File: src/rtl/mult_share_arbiter.sv
// Round-robin arbiter sharing one sequential shift-add multiplier between R requesters.
// Optional MULT_ARB_ZERO_BYPASS_EN: zero operands skip the multiplier and answer 0 directly.
module mult_share_arbiter #(
    parameter int N   = 4,
    parameter int R   = 3,
    parameter int IDW = $clog2(R)
) (
    input  logic              clock,
    input  logic              reset,
    input  logic [R-1:0]      req_valid,
    output logic [R-1:0]      req_ready,
    input  logic [R*N-1:0]    req_a,
    input  logic [R*N-1:0]    req_b,
    output logic              resp_valid,
    input  logic              resp_ready,
    output logic [IDW-1:0]    resp_id,
    output logic [2*N-1:0]    resp_product,
    output logic              mul_start,
    output logic [N-1:0]      mul_multiplicand,
    output logic [N-1:0]      mul_multiplier,
    input  logic              mul_ready,
    input  logic [2*N-1:0]    mul_product,
    output logic              busy
);

    typedef enum logic [1:0] {IDLE, ISSUE, WAIT, RESP} state_t;

    state_t         state_reg, state_next;
    logic [IDW-1:0] rr_ptr_reg, rr_ptr_next;
    logic [IDW-1:0] id_reg;
    logic [N-1:0]   opa_reg, opb_reg;
    logic [2*N-1:0] product_reg;

    logic [N-1:0]   a_arr [R];
    logic [N-1:0]   b_arr [R];
    logic [N-1:0]   a_sel, b_sel;
    logic [IDW-1:0] grant_idx;
    logic           grant_found;
    logic           grant;
    logic           zero_op;

    generate
        for (genvar gi = 0; gi < R; gi++) begin : g_unpack
            assign a_arr[gi] = req_a[gi*N +: N];
            assign b_arr[gi] = req_b[gi*N +: N];
        end
    endgenerate

    // Search order rr_ptr, rr_ptr+1, ... mod R; the outer loop sets priority.
    always_comb begin
        grant_found = 1'b0;
        grant_idx   = '0;
        a_sel       = '0;
        b_sel       = '0;
        for (int k = 0; k < R; k++) begin
            for (int i = 0; i < R; i++) begin
                if (!grant_found && req_valid[i] && (i == (int'(rr_ptr_reg) + k) % R)) begin
                    grant_found = 1'b1;
                    grant_idx   = IDW'(i);
                    a_sel       = a_arr[i];
                    b_sel       = b_arr[i];
                end
            end
        end
    end

    assign rr_ptr_next = (grant_idx == IDW'(R-1)) ? '0 : grant_idx + 1'b1;

`ifdef MULT_ARB_ZERO_BYPASS_EN
    assign zero_op = (a_sel == '0) || (b_sel == '0);
`else
    assign zero_op = 1'b0;
`endif

    always_comb begin
        state_next = state_reg;
        req_ready  = '0;
        mul_start  = 1'b0;
        grant      = 1'b0;
        case (state_reg)
            IDLE: begin
                if (mul_ready && grant_found) begin
                    grant      = 1'b1;
                    req_ready  = {{(R-1){1'b0}}, 1'b1} << grant_idx;
                    state_next = zero_op ? RESP : ISSUE;
                end
            end
            ISSUE: begin
                mul_start  = 1'b1;
                state_next = WAIT;
            end
            WAIT: begin
                if (mul_ready) state_next = RESP;
            end
            RESP: begin
                if (resp_ready) state_next = IDLE;
            end
            default: state_next = IDLE;
        endcase
    end

    always_ff @(posedge clock or posedge reset) begin
        if (reset) begin
            state_reg   <= IDLE;
            rr_ptr_reg  <= '0;
            id_reg      <= '0;
            opa_reg     <= '0;
            opb_reg     <= '0;
            product_reg <= '0;
        end else begin
            state_reg <= state_next;
            if (grant) begin
                opa_reg    <= a_sel;
                opb_reg    <= b_sel;
                id_reg     <= grant_idx;
                rr_ptr_reg <= rr_ptr_next;
                if (zero_op) product_reg <= '0;
            end
            // WAIT never sees mul_ready on its first cycle, so this is the finished product.
            if (state_reg == WAIT && mul_ready) product_reg <= mul_product;
        end
    end

    assign resp_valid       = (state_reg == RESP);
    assign busy             = (state_reg != IDLE);
    assign resp_id          = id_reg;
    assign resp_product     = product_reg;
    assign mul_multiplicand = opa_reg;
    assign mul_multiplier   = opb_reg;

endmodule

File: config.mk
export PLATFORM = sky130hd
export DESIGN_NAME = mult_share_arbiter
export DESIGN_NICKNAME = d
export VERILOG_FILES = /design/src/rtl/mult_share_arbiter.sv
export SDC_FILE = /design/constraint.sdc
export NUM_CORES = 1
export LEC_CHECK = 0
export CAP_MARGIN = 20
export CELL_PAD_IN_SITES_DETAIL_PLACEMENT = 1
export CELL_PAD_IN_SITES_GLOBAL_PLACEMENT = 2
export CORE_MARGIN = 2
export CORE_UTILIZATION = 27
export CTS_CLUSTER_DIAMETER = 80
export DETAILED_ROUTE_END_ITERATION = 10
export PLACE_DENSITY = 0.85
export RECOVER_POWER = 50
export SETUP_SLACK_MARGIN = 0.02
export SYNTH_ARGS = -nofsm -noshare
export SYNTH_HDL_FRONTEND = slang
export SYNTH_SLANG_ARGS = --single-unit
File: constraint.sdc
create_clock -name clock -period 2.8 [get_ports clock]
set_clock_uncertainty 0.05 [all_clocks]
set_input_delay 0.28 -clock clock [delete_from_list [all_inputs] [get_ports clock]]
set_output_delay 0.28 -clock clock [all_outputs]
set_load 0.02 [all_outputs]
# Word level (Yosys, flattened, before mapping)
# Cells that the tools add are included.
# word_totals
reg_bits	22
latchBits	0
mem_bits_rw	0
rom_bits	0
inputBits	39
word_cells	104
mem_count	0
# op_classes
n_addsub	3
mul	0
div_mod_pow	3
n_lt_le_gt_ge	0
eq_ne	13
n_shift	1
n_mux	45
bitwise_logic	0
n_reduce_logical	33
# ops
cell	count
2-bit by 32-bit equality test with 1-bit output (first input constant)	3
3-bit by 32-bit equality test with 1-bit output (first input constant)	3
32-bit zero test	3
4-bit two-way mux	18
32-bit by 3-bit remainder unit with 32-bit output (second input constant)	2
3-bit by 3-bit remainder unit with 32-bit output (second input constant)	1
2-bit two-way mux	11
1-bit logical AND	19
1-bit two-way mux	13
1-bit zero test	8
2-bit one-hot mux with 4 select lines	1
2-bit equality test (second input constant)	3
3-bit two-way mux	2
2-bit != test (second input constant)	2
2-bit by 1-bit adder with 3-bit output (second input constant)	1
2-bit by 2-bit adder with 3-bit output (second input constant)	1
3-bit AND reduction	1
1-bit by 2-bit left shift with 3-bit output (first input constant)	1
2-bit by 1-bit adder with 2-bit output (second input constant)	1
2-bit by 1-bit equality test with 1-bit output (second input constant)	1
2-bit zero test	1
2-bit by 1-bit != test with 1-bit output (second input constant)	1
2-bit nonzero test	1

# Logic depth before layout (Yosys ltp)
# Gate-level depths: netlist of the first run.
# logic_depth
ltp_word	39
ltp_mapped	9

# Least setup slack after synthesis of the first run
# Ideal clock, no wire load.
# synth_path
path_kind	register to output
start	register rr_ptr_reg[0]
end	output req_ready[1]
arrival_ps	1651
t_required_ps	2470
slack_ps	819
path_stages_with_launch	8
path_cell_list	dfrtp_1 -> inv_1 -> ha_1 -> buf_4 -> nor2_1 -> nand2_2 -> buf_6 -> a21oi_1
# synth_between
elab_chain_len	39
elab_cells_between_ends	60
classes_between	add/sub: 2; div: 3; eq/ne: 6; shift: 1; mux: 19; reduce/logical: 29
# synth_lines
element	line	text
from (decl)	29	logic [IDW-1:0] rr_ptr_reg, rr_ptr_next;
from (signal assigned)	116	rr_ptr_reg <= rr_ptr_next;
branches (longest 37 deep; another with 32-bit by 3-bit remainder unit with 32-bit output)	-	
3-bit two-way mux *	82	if (mul_ready && grant_found) begin
3-bit two-way mux *	80	case (state_reg)
to (decl)	11	output logic [R-1:0] req_ready,
# Mark *: on every way between the ends.

# Worst setup path in the final report of the first run
# layout_path
start	register rr_ptr_reg[0]
end	output req_ready[2]
# Same word-level chain as after synthesis.

==> metrics.txt, run 1 <==
# TYPE chip_impl_metric gauge
chip_impl_metric{name="route.detailed.drc",unit=""} 0
chip_impl_metric{name="report.final.hold_viol_count",unit=""} 0
chip_impl_metric{name="period_share",unit="%"} 91.37
chip_impl_info{name="yosys_most_used_dff",value="sky130_fd_sc_hd__dfrtp_1"} 1
chip_impl_metric{name="postPlaceCellArea",unit="mm2"} 0.002308
chip_impl_metric{name="ant_nets",unit=""} 0
chip_impl_metric{name="finalNetCount",unit=""} 285
chip_impl_metric{name="yosys_warns",unit=""} 0
chip_impl_metric{name="yosys.area_share.xor_xnor",unit="%"} 0
chip_impl_metric{name="syn_area",unit="mm2"} 0.001560
chip_impl_metric{name="clk_transition_reported_paths",unit="ns"} 0.09
chip_impl_metric{name="grt_usage",unit="%"} 17.08
chip_impl_metric{name="share_of_async_settable_or_async_resettable_flops_after_synthesis",unit="%"} 100.0
chip_impl_metric{name="fp.dieArea",unit="mm2"} 0.006402
chip_impl_metric{name="tritoncts.num_buffers",unit=""} 3
chip_impl_metric{name="finish.instance_area",unit="mm2"} 0.002376
chip_impl_metric{name="design.core.area",unit="mm2"} 0.005540
chip_impl_metric{name="average_routed_wire_per_standard_cell",unit="um"} 15.97
chip_impl_metric{name="antenna_violations_before_repair",unit=""} 0
chip_impl_metric{name="critical_path_required",unit="ns"} 2.47
chip_impl_info{name="hold_crit_path_type",value="flip-flop to flip-flop"} 1
chip_impl_metric{name="synth_enable_flop_cells",unit=""} 0
chip_impl_info{name="netlist.top_cell.by_area",value="sky130_fd_sc_hd__dfrtp_1"} 1
chip_impl_metric{name="tightestPinTransition",unit="ns"} 0.8641
chip_impl_metric{name="critical_path_arrival",unit="ns"} 2.23
chip_impl_info{name="worst_hold_startpoint",value="resp_id[0]"} 1
chip_impl_metric{name="period_minus_slack",unit="ns"} 2.558
chip_impl_metric{name="largest_reg_flops",unit=""} 8
chip_impl_metric{name="post_synth_and_or_nand_nor_area_fraction",unit="%"} 17.56
chip_impl_info{name="worst_r2r_startpoint",value="rr_ptr_reg[0]"} 1
chip_impl_metric{name="achievable-frequency",unit="GHz"} 0.3909
chip_impl_metric{name="placement_rows",unit=""} 27
chip_impl_info{name="synth.cells.most_frequent",value="22 x sky130_fd_sc_hd__dfrtp_1, 19 x sky130_fd_sc_hd__inv_1, 13 x sky130_fd_sc_hd__nor2_1, 12 x sky130_fd_sc_hd__a21oi_1"} 1
chip_impl_info{name="reg2reg_to",value="mul_multiplicand[2]"} 1
chip_impl_metric{name="place.gp.congestion",unit=""} 0.8553
chip_impl_metric{name="muxShareOfSynthArea",unit="%"} 7.137
chip_impl_metric{name="max-slew-margin-rel",unit="%"} 42.33
chip_impl_info{name="worstHoldEndpoint",value="resp_id[0]"} 1
chip_impl_metric{name="die_w",unit="um"} 80.02
chip_impl_info{name="crit_path_top_delay_cell",value="sky130_fd_sc_hd__ha_1"} 1
chip_impl_metric{name="routed_via_density",unit=""} 4.984
chip_impl_metric{name="p_total",unit="mW"} 2.435
chip_impl_metric{name="worst-path-max-fanout",unit=""} 8
chip_impl_metric{name="fillCellCount",unit=""} 657
chip_impl_metric{name="worstRegToRegCells",unit=""} 9
chip_impl_metric{name="post_route_cells_drive_above_1_share",unit="%"} 15.90
chip_impl_metric{name="powerDensity",unit="mW/mm2"} 1025
chip_impl_metric{name="detailed_place_hpwl",unit="um"} 4009
chip_impl_metric{name="cts-root-to-sink-buffers",unit=""} 2
chip_impl_metric{name="syn_area_per_cell",unit="um2"} 9.287
chip_impl_metric{name="synthDistinctLibCells",unit=""} 48
chip_impl_info{name="cp_cell_sequence",value="inv_1, ha_1, buf_4, and4bb_2, nand2_2, a21oi_1, dlygate4sd2_1"} 1
chip_impl_info{name="post-synth-top-count-cell",value="sky130_fd_sc_hd__dfrtp_1"} 1
chip_impl_info{name="cts_tree",value="built"} 1
chip_impl_metric{name="routed_wl",unit="um"} 4968
chip_impl_info{name="critPathLaunchType",value="flip-flop"} 1
chip_impl_metric{name="hold-path-cell-count",unit=""} 1
chip_impl_metric{name="timing.final.setup_violations",unit=""} 0
chip_impl_metric{name="syn_inst",unit=""} 168
chip_impl_info{name="critical_path_class",value="flip-flop to output port"} 1
chip_impl_metric{name="dr.first_iter.drc_count",unit=""} 62
chip_impl_metric{name="rrSetupSlack",unit="ns"} 0.59
chip_impl_info{name="yosys-top-cells-area",value="sky130_fd_sc_hd__dfrtp_1 35%, sky130_fd_sc_hd__mux2_2 5.8%, sky130_fd_sc_hd__ha_1 4.8%"} 1
chip_impl_metric{name="first_global_vias",unit=""} 1696
chip_impl_metric{name="start_util",unit="%"} 28.16
chip_impl_metric{name="p_leak",unit="nW"} 1.032
chip_impl_metric{name="grt_first_pass_wirelength",unit="um"} 8659
chip_impl_metric{name="synth_compound_gate_area_share",unit="%"} 26.78
chip_impl_metric{name="critPathMaxStageDelay",unit="ns"} 0.42
chip_impl_metric{name="post_synth_fa_ha_maj_area_fraction",unit="%"} 4.812
chip_impl_info{name="cts-root-buf",value="sky130_fd_sc_hd__clkbuf_8"} 1
chip_impl_metric{name="grt_max_degree",unit=""} 23
chip_impl_metric{name="layout-area-overhead-vs-synth",unit="%"} 52.29
chip_impl_metric{name="synth_nets",unit=""} 213
chip_impl_metric{name="synthDominantCellAreaShare",unit="%"} 35.28
chip_impl_info{name="critical_path.endpoint_type",value="output port"} 1
chip_impl_metric{name="io-pin-count",unit=""} 63
chip_impl_metric{name="diodes",unit=""} 0
chip_impl_metric{name="grt_overflow_total",unit=""} 0
chip_impl_metric{name="routed-via-count",unit=""} 1550
chip_impl_info{name="grt_setup_unrepaired",value="no"} 1
chip_impl_metric{name="cap_viol_max_count",unit=""} 0
chip_impl_metric{name="htree_num_levels",unit=""} 1
chip_impl_info{name="synth_top_family_by_area",value="compound AO/OA/AOI/OAI gates"} 1
chip_impl_metric{name="report.final.slew_viol_count",unit=""} 0
chip_impl_info{name="run_status",value="finished clean"} 1
chip_impl_metric{name="floorplan.die.height",unit="um"} 80.02
chip_impl_metric{name="drtPass1Iterations",unit=""} 4
chip_impl_metric{name="fin_tns_setup",unit="ns"} 0
chip_impl_metric{name="ir_drop",unit="mV"} 0.4496
chip_impl_metric{name="synth-seq-area-share",unit="%"} 35.28
chip_impl_metric{name="place.port_buffers",unit=""} 62
chip_impl_metric{name="synth-seq-cells",unit=""} 22
chip_impl_metric{name="clock_sinks",unit=""} 22
chip_impl_metric{name="clock_insertion_delay_worst_skew",unit="ns"} 0.27
[critical path, delay by kind of cell (launching register included)]
family / cells / cell delay, ns
AND/OR/NAND/NOR: 2 / 0.37
adder cells (fa/ha/maj): 1 / 0.42
buffers and inverters: 3 / 0.62
AO/OA/AOI/OAI: 1 / 0.19
flip-flops: 1 / 0.36
[routing by layer]
layer  GRT usage, %  vias to the layer above  part of all wire [%]
li1               -                      764                     -
met1          24.37                      739                    48
met5              0                        -                     0
met2          27.42                       42                    47
met3          2.262                        5                   4.1
met4          3.729                        0                  0.93
[cell usage in the layout (no fill, tap or decap), drive strengths merged, types with 5 or more instances in the layout]
cell           Yosys  layout
o21ai              5       5
nand2             14      14
dfrtp             22      22
o211ai             5       5
mux2               9       9
inv               19      19
nor2              13      13
buf                8      13
clkdlybuf4s50      0      46
a21oi             12      12
ha                 6       6
dlygate4sd3        0      13
[how the worst max path moves through the flow]
stage | endpoint | from | cells past startpoint | slack (ns)
after global placement | req_ready[2] | req_valid[2] | 6 | 0.25
after global routing | req_ready[2] | rr_ptr_reg[0] | 7 | 0.04
after CTS | req_ready[2] | rr_ptr_reg[0] | 7 | 0.22
final | req_ready[2] | rr_ptr_reg[0] | 7 | 0.24
after detailed placement | req_ready[0] | req_valid[1] | 7 | 0.22
after floorplan | req_ready[1] | rr_ptr_reg[0] | 7 | 0.82
[power by group]
group | internal [mW] | switching [mW] | total (mW) | leakage [nW]
clock network | 0.191 | 0.116 | 0.308 | 0.0357
registers | 0.477 | 0.0833 | 0.560 | 0.262
logic | 0.717 | 0.850 | 1.57 | 0.734
total | 1.38 | 1.05 | 2.43 | 1.03
[logic make-up (layout without fill, tap and decap cells)]
kind of cell             count (synthesis)  after routing
AND/OR/NAND/NOR                         48             48
AO/OA/AOI/OAI                           55             55
multiplexers                            10             10
buffers and inverters                   27             98
adder cells (fa/ha/maj)                  6              6
flip-flops                              22             22
[through the flow]
stage               instances  utilization (%)  hold slack, ns  setup slack, ns
floorplan                 168                -          0.2192           0.8188
global placement          307            41.67          0.4254           0.2487
detailed placement        307            41.67          0.4394           0.2206
CTS                       311            42.89          0.4595           0.2193
global route              311            42.89          0.4820          0.04431
finish                    311            42.89          0.4508           0.2416
[layout make-up]
type                       instances  area (um2)  area share [%]
inverter                          19       71.32           3.002
tap                               72       90.09           3.791
clock inverter                     1       30.03           1.264
sequential                        22       550.5           23.17
timing repair buffer              75       714.4           30.07
clock buffer                       3       41.29           1.738
multi-input combinational        119       878.3           36.97
[repair_timing]
item,in CTS,in global routing
endpoints found under the setup margin,3,0
resized for setup,3,0
hold buffers,0,0
buffers inserted,0,0
No activity file was read; power rests on OpenSTA's default activity.
==> inputs of run 2 (changes only) <==
--- a/constraint.sdc
+++ b/constraint.sdc
@@ -4,2 +4,2 @@
 set_output_delay 0.28 -clock clock [all_outputs]
-set_load 0.02 [all_outputs]
+set_load 0.005 [all_outputs]
==> run 2 against run 1 <==
- utilization rose by 0.25 points
- total power fell by 6.8%
- first-iteration DRC count fell by 15%
==> metrics.txt, run 2 (synthesis results as in run 1) <==
# TYPE chip_impl_metric gauge
chip_impl_info{name="run_status",value="finished clean"} 1
chip_impl_info{name="critical_path.endpoint_type",value="output port"} 1
chip_impl_metric{name="io-pin-count",unit=""} 63
chip_impl_metric{name="critPathMaxStageDelay",unit="ns"} 0.51
chip_impl_metric{name="max-slew-margin-rel",unit="%"} 40.96
chip_impl_metric{name="powerDensity",unit="mW/mm2"} 949.4
chip_impl_metric{name="report.final.slew_viol_count",unit=""} 0
chip_impl_metric{name="fp.dieArea",unit="mm2"} 0.006402
chip_impl_info{name="critPathLaunchType",value="flip-flop"} 1
chip_impl_metric{name="critical_path_arrival",unit="ns"} 2.35
chip_impl_metric{name="report.final.hold_viol_count",unit=""} 0
chip_impl_metric{name="detailed_place_hpwl",unit="um"} 3890
chip_impl_metric{name="layout-area-overhead-vs-synth",unit="%"} 53.17
chip_impl_metric{name="p_leak",unit="nW"} 1.009
chip_impl_metric{name="place.gp.congestion",unit=""} 0.8644
chip_impl_metric{name="dr.first_iter.drc_count",unit=""} 53
chip_impl_metric{name="grt_first_pass_wirelength",unit="um"} 7983
chip_impl_info{name="cts-root-buf",value="sky130_fd_sc_hd__clkbuf_8"} 1
chip_impl_metric{name="routed-via-count",unit=""} 1553
chip_impl_metric{name="clk_transition_reported_paths",unit="ns"} 0.09
chip_impl_metric{name="largest_reg_flops",unit=""} 8
chip_impl_metric{name="cap_viol_max_count",unit=""} 0
chip_impl_info{name="grt_setup_unrepaired",value="yes"} 1
chip_impl_metric{name="rrSetupSlack",unit="ns"} 0.70
chip_impl_info{name="crit_path_top_delay_cell",value="sky130_fd_sc_hd__clkdlybuf4s50_1"} 1
chip_impl_metric{name="antenna_violations_before_repair",unit=""} 0
chip_impl_metric{name="path_buf_inv",unit=""} 3
chip_impl_metric{name="routed_via_density",unit=""} 5.059
chip_impl_metric{name="design.core.area",unit="mm2"} 0.005540
chip_impl_metric{name="floorplan.die.height",unit="um"} 80.02
chip_impl_metric{name="period_share",unit="%"} 95.77
chip_impl_metric{name="postPlaceCellArea",unit="mm2"} 0.002278
chip_impl_metric{name="cts-root-to-sink-buffers",unit=""} 2
chip_impl_metric{name="tightestPinTransition",unit="ns"} 0.8846
chip_impl_info{name="final_cell_mix",value="49 x sky130_fd_sc_hd__clkdlybuf4s50_1, 22 x sky130_fd_sc_hd__dfrtp_1, 19 x sky130_fd_sc_hd__inv_1"} 1
chip_impl_metric{name="ir_drop",unit="mV"} 0.3442
chip_impl_metric{name="fillCellCount",unit=""} 656
chip_impl_info{name="layout.cells.most_common",value="sky130_fd_sc_hd__clkdlybuf4s50_1"} 1
chip_impl_metric{name="post_route_cells_drive_above_1_share",unit="%"} 16.60
chip_impl_metric{name="placement_rows",unit=""} 27
chip_impl_metric{name="period_minus_slack",unit="ns"} 2.682
chip_impl_metric{name="clock_insertion_delay_worst_skew",unit="ns"} 0.27
chip_impl_metric{name="finish.instance_area",unit="mm2"} 0.002390
chip_impl_metric{name="finalNetCount",unit=""} 281
chip_impl_metric{name="grt_overflow_total",unit=""} 0
chip_impl_metric{name="routed_wl",unit="um"} 4848
chip_impl_metric{name="postCtsHoldBufs",unit=""} 0
chip_impl_info{name="cp_cell_sequence",value="inv_1, ha_4, a21boi_1, o211ai_4, buf_4, a21oi_2, clkdlybuf4s50_1"} 1
chip_impl_info{name="cpLargestDelayFamily",value="buffers and inverters"} 1
chip_impl_metric{name="timing.final.setup_violations",unit=""} 0
chip_impl_metric{name="drtPass1Iterations",unit=""} 5
chip_impl_metric{name="die_w",unit="um"} 80.02
chip_impl_metric{name="start_util",unit="%"} 28.16
chip_impl_metric{name="diodes",unit=""} 0
chip_impl_metric{name="achievable-frequency",unit="GHz"} 0.3729
chip_impl_metric{name="clock_sinks",unit=""} 22
chip_impl_metric{name="hold_ws",unit="ns"} 0.4420
chip_impl_metric{name="average_routed_wire_per_standard_cell",unit="um"} 15.79
chip_impl_metric{name="first_global_vias",unit=""} 1612
chip_impl_metric{name="worst-path-max-fanout",unit=""} 11
chip_impl_metric{name="htree_num_levels",unit=""} 1
chip_impl_metric{name="place.port_buffers",unit=""} 62
chip_impl_metric{name="critical_path_required",unit="ns"} 2.47
chip_impl_metric{name="grt_usage",unit="%"} 15.86
chip_impl_info{name="hold_crit_path_type",value="flip-flop to flip-flop"} 1
chip_impl_metric{name="route.detailed.drc",unit=""} 0
chip_impl_info{name="cts_tree",value="built"} 1
chip_impl_metric{name="grt_max_degree",unit=""} 23
chip_impl_info{name="critical_path_class",value="flip-flop to output port"} 1
chip_impl_metric{name="tritoncts.num_buffers",unit=""} 3
chip_impl_metric{name="ant_nets",unit=""} 0
chip_impl_metric{name="fin_tns_setup",unit="ns"} 0
chip_impl_metric{name="final_standard_cell_utilization_of_the_core",unit="%"} 43.13
-- run 2: cell count changes in the layout (fill, tap and decap cells not counted), sizes merged --
cell	before	now
buf	13	9
clkdlybuf4s50	46	49
dlygate4sd2	3	0
-- run 2: path summary, 6_finish.rpt --
check | start | to | cells after the start
worst max-delay path | rr_ptr_reg[0] | req_ready[1] | 7
worst min-delay path | resp_id[1] | resp_id[1] | 1
worst max register to register | rr_ptr_reg[0] | mul_multiplier[1] | 8
worst min register to register | resp_id[1] | resp_id[1] | 1
max in group asynchronous | reset | mul_multiplicand[3] | 2
min in group asynchronous | reset | resp_product[3] | 2
-- run 2: layout make-up --
| class | instances | area, um2 | area share, % |
|---|---|---|---|
| Clock buffer | 3 | 41.29 | 1.728 |
| Clock inverter | 1 | 30.03 | 1.257 |
| Tap cell | 72 | 90.09 | 3.770 |
| Multi-Input combinational cell | 119 | 918.4 | 38.43 |
| Sequential cell | 22 | 550.5 | 23.04 |
| Inverter | 19 | 71.32 | 2.984 |
| Timing Repair Buffer | 71 | 688.2 | 28.80 |
-- run 2: routing by layer --
layer | vias up | global-route usage (%) | wire (um) | share of wire (%)
li1 | 758 | - | - | -
met1 | 754 | 22.46 | 2288 | 47
met2 | 39 | 25.33 | 2303 | 48
met3 | 2 | 3.167 | 228 | 4.7
met4 | 0 | 2.542 | 27 | 0.56
met5 | - | 0 | 0 | 0
-- run 2: timing repair --
item / 4_1_cts / 5_1_grt
buffers inserted: 0 / 0
endpoints found under the setup margin: 2 / 3
resized for setup: 1 / 7
-- run 2: where the power goes --
part	internal (mW)	total, mW	switching (mW)
combinational	0.729	1.40	0.669
clock	0.191	0.303	0.112
sequential	0.477	0.568	0.0909
total	1.40	2.27	0.872
-- run 2: through the flow --
step	power (mW)	worst slack [ns]	std cells
2_1_floorplan	1.372	0.9542	168
3_3_place_gp	1.921	0.2087	303
3_5_place_dp	1.947	0.2467	303
4_1_cts	2.272	0.01183	307
5_1_grt	2.460	0.0001961	307
6_report	2.269	0.1184	307
==> inputs of run 3 (changes only) <==
Settings changed: CAP_MARGIN 20 to not set.
==> results of run 3 <==
Final layout, timing and power as in run 2 (identical DEF).
==> variant (config.mk and constraints of run 1) <==
Change the parameter `N` from 4 to 6.
--- a/src/rtl/mult_share_arbiter.sv
+++ b/src/rtl/mult_share_arbiter.sv
@@ -1,7 +1,7 @@
 // Round-robin arbiter sharing one sequential shift-add multiplier between R requesters.
 // Optional MULT_ARB_ZERO_BYPASS_EN: zero operands skip the multiplier and answer 0 directly.
 module mult_share_arbiter #(
-    parameter int N   = 4,
+    parameter int N   = 6,
     parameter int R   = 3,
     parameter int IDW = $clog2(R)
 ) (
Interface: changed (6 resized); port bits go from 63 to 87. No check against the original RTL was run, so the function may have changed too.
==> variant against run 1 <==
The run now ends with max-capacitance violations, max-slew violations left; hold slack got worse by 0.025 ns; worst setup slack got worse by 0.047 ns; routed wire length increased by 19%; total power increased by 18%; sequential cell count increased by 8; design area increased by 22%; critical path type unchanged; largest power group unchanged; via count increased by 21%; synthesized area increased by 17%.
==> variant: results (changes against run 1) <==
stage	metric	value	unit	change
cells_and_area	FF/Latch Area	750.7	µm²	was 550.5 µm²
synth	post-synthesis cell count	177		was 168
synth	Compound-Gate Fraction of Synth Area	26.71	%	was 26.78%
route	final wirelength	5892	µm	was 4968 µm
cells_and_area	area of the multi-input gates	967.2	µm²	was 878.3 µm²
route	Via Count	1868		was 1550
worst_setup_path	Max Fanout on Critical Path	11		was 8
grt	grt met3 use	6.286	%	was 2.262%
status	outcome	finished with violations		was completed
grt	M2 GR Usage	28.40	%	was 27.42%
grt	largest net degree at the start of global routing	31		was 23
sta	worst slew pin tran	1.701	ns	was 0.8641 ns
route	met2 WL	2765	µm	was 2336 µm
route	vias per inst	5.383		was 4.984
worst_setup_path	R2R cell count	8		was 9
route	WL met1	2510	µm	was 2384 µm
cells_and_area	Inverters	8		was 19
cells_and_area	Layout fillers	762		was 657
synth	commonest cells in the netlist	dfrtp_1, a21oi_1, mux2_2, nor2_1		was dfrtp_1, inv_1, nor2_1, a21oi_1
cells_and_area	Final nets	331		was 285
cells_and_area	Clock-cell share	3.878	%	was 3.002%
grt	vias in the first global route	2029		was 1696
place	placed cell area	2793	µm²	was 2308 µm²
place	port buffer count	86		was 62
synth	top post-synthesis cells by area	dfrtp_1, mux2_2, a222oi_1		was dfrtp_1, mux2_2, ha_1
worst_setup_path	R2R setup slack	0.63	ns	was 0.59 ns
cts	# H-tree levels	2		was 1
status	failing checks	max-capacitance violations, max-slew violations		
power_and_ir_drop	P per Cell Area	987.2	nW/µm²	was 1025 nW/µm²
grt	wire length of the first global-routing pass	9660	µm	was 8659 µm
route	initial DRC count	112		was 62
sta	Pins Over Slew Limit	31		was 0
flow_run	MaxCap Viol Count	1		was 0
worst_setup_path	CP Data Arrival Time	2.28	ns	was 2.23 ns
power_and_ir_drop	Int Pwr	1.735	mW	was 1.385 mW
synth	syn_nets	238		was 213
synth	Unique masters post-synth	40		was 48
cts	Num CTS Buffers	5		was 3
cts	PostCTS Resize Cnt	4		was 3
grt	Total Routing Usage GR	16.52	%	was 17.08%
power_and_ir_drop	VDD IR max	527.2	µV	was 449.6 µV
cts	Reg clk slew, reported paths	0.06	ns	was 0.09 ns
route	met3 wire length	538	µm	was 202 µm
[variant: worst max-delay path by stage]
stage                                    startpoint           end  slack [ns]  depth (start not counted)
after detailed placement               req_valid[2]  req_ready[1]        0.17                          7
after global routing      rr_ptr_reg[0]$_DFFE_PP0P_  req_ready[0]        0.05                          7
after global placement                 req_valid[2]  req_ready[1]        0.20                          7
final                     rr_ptr_reg[0]$_DFFE_PP0P_  req_ready[1]        0.19                          8
after floorplan           rr_ptr_reg[0]$_DFFE_PP0P_  req_ready[0]        0.68                          7
after CTS                 rr_ptr_reg[0]$_DFFE_PP0P_  req_ready[2]        0.06                          6
[variant: critical path, delay by kind of cell (launching register included)]
kind | cells | cell delay [ns]
AOI/OAI and AO/OA | 1 | 0.19
adders and majority gates | 1 | 0.42
buffers and inverters | 3 | 0.54
DFF | 1 | 0.37
and+or+nand+nor | 3 | 0.47
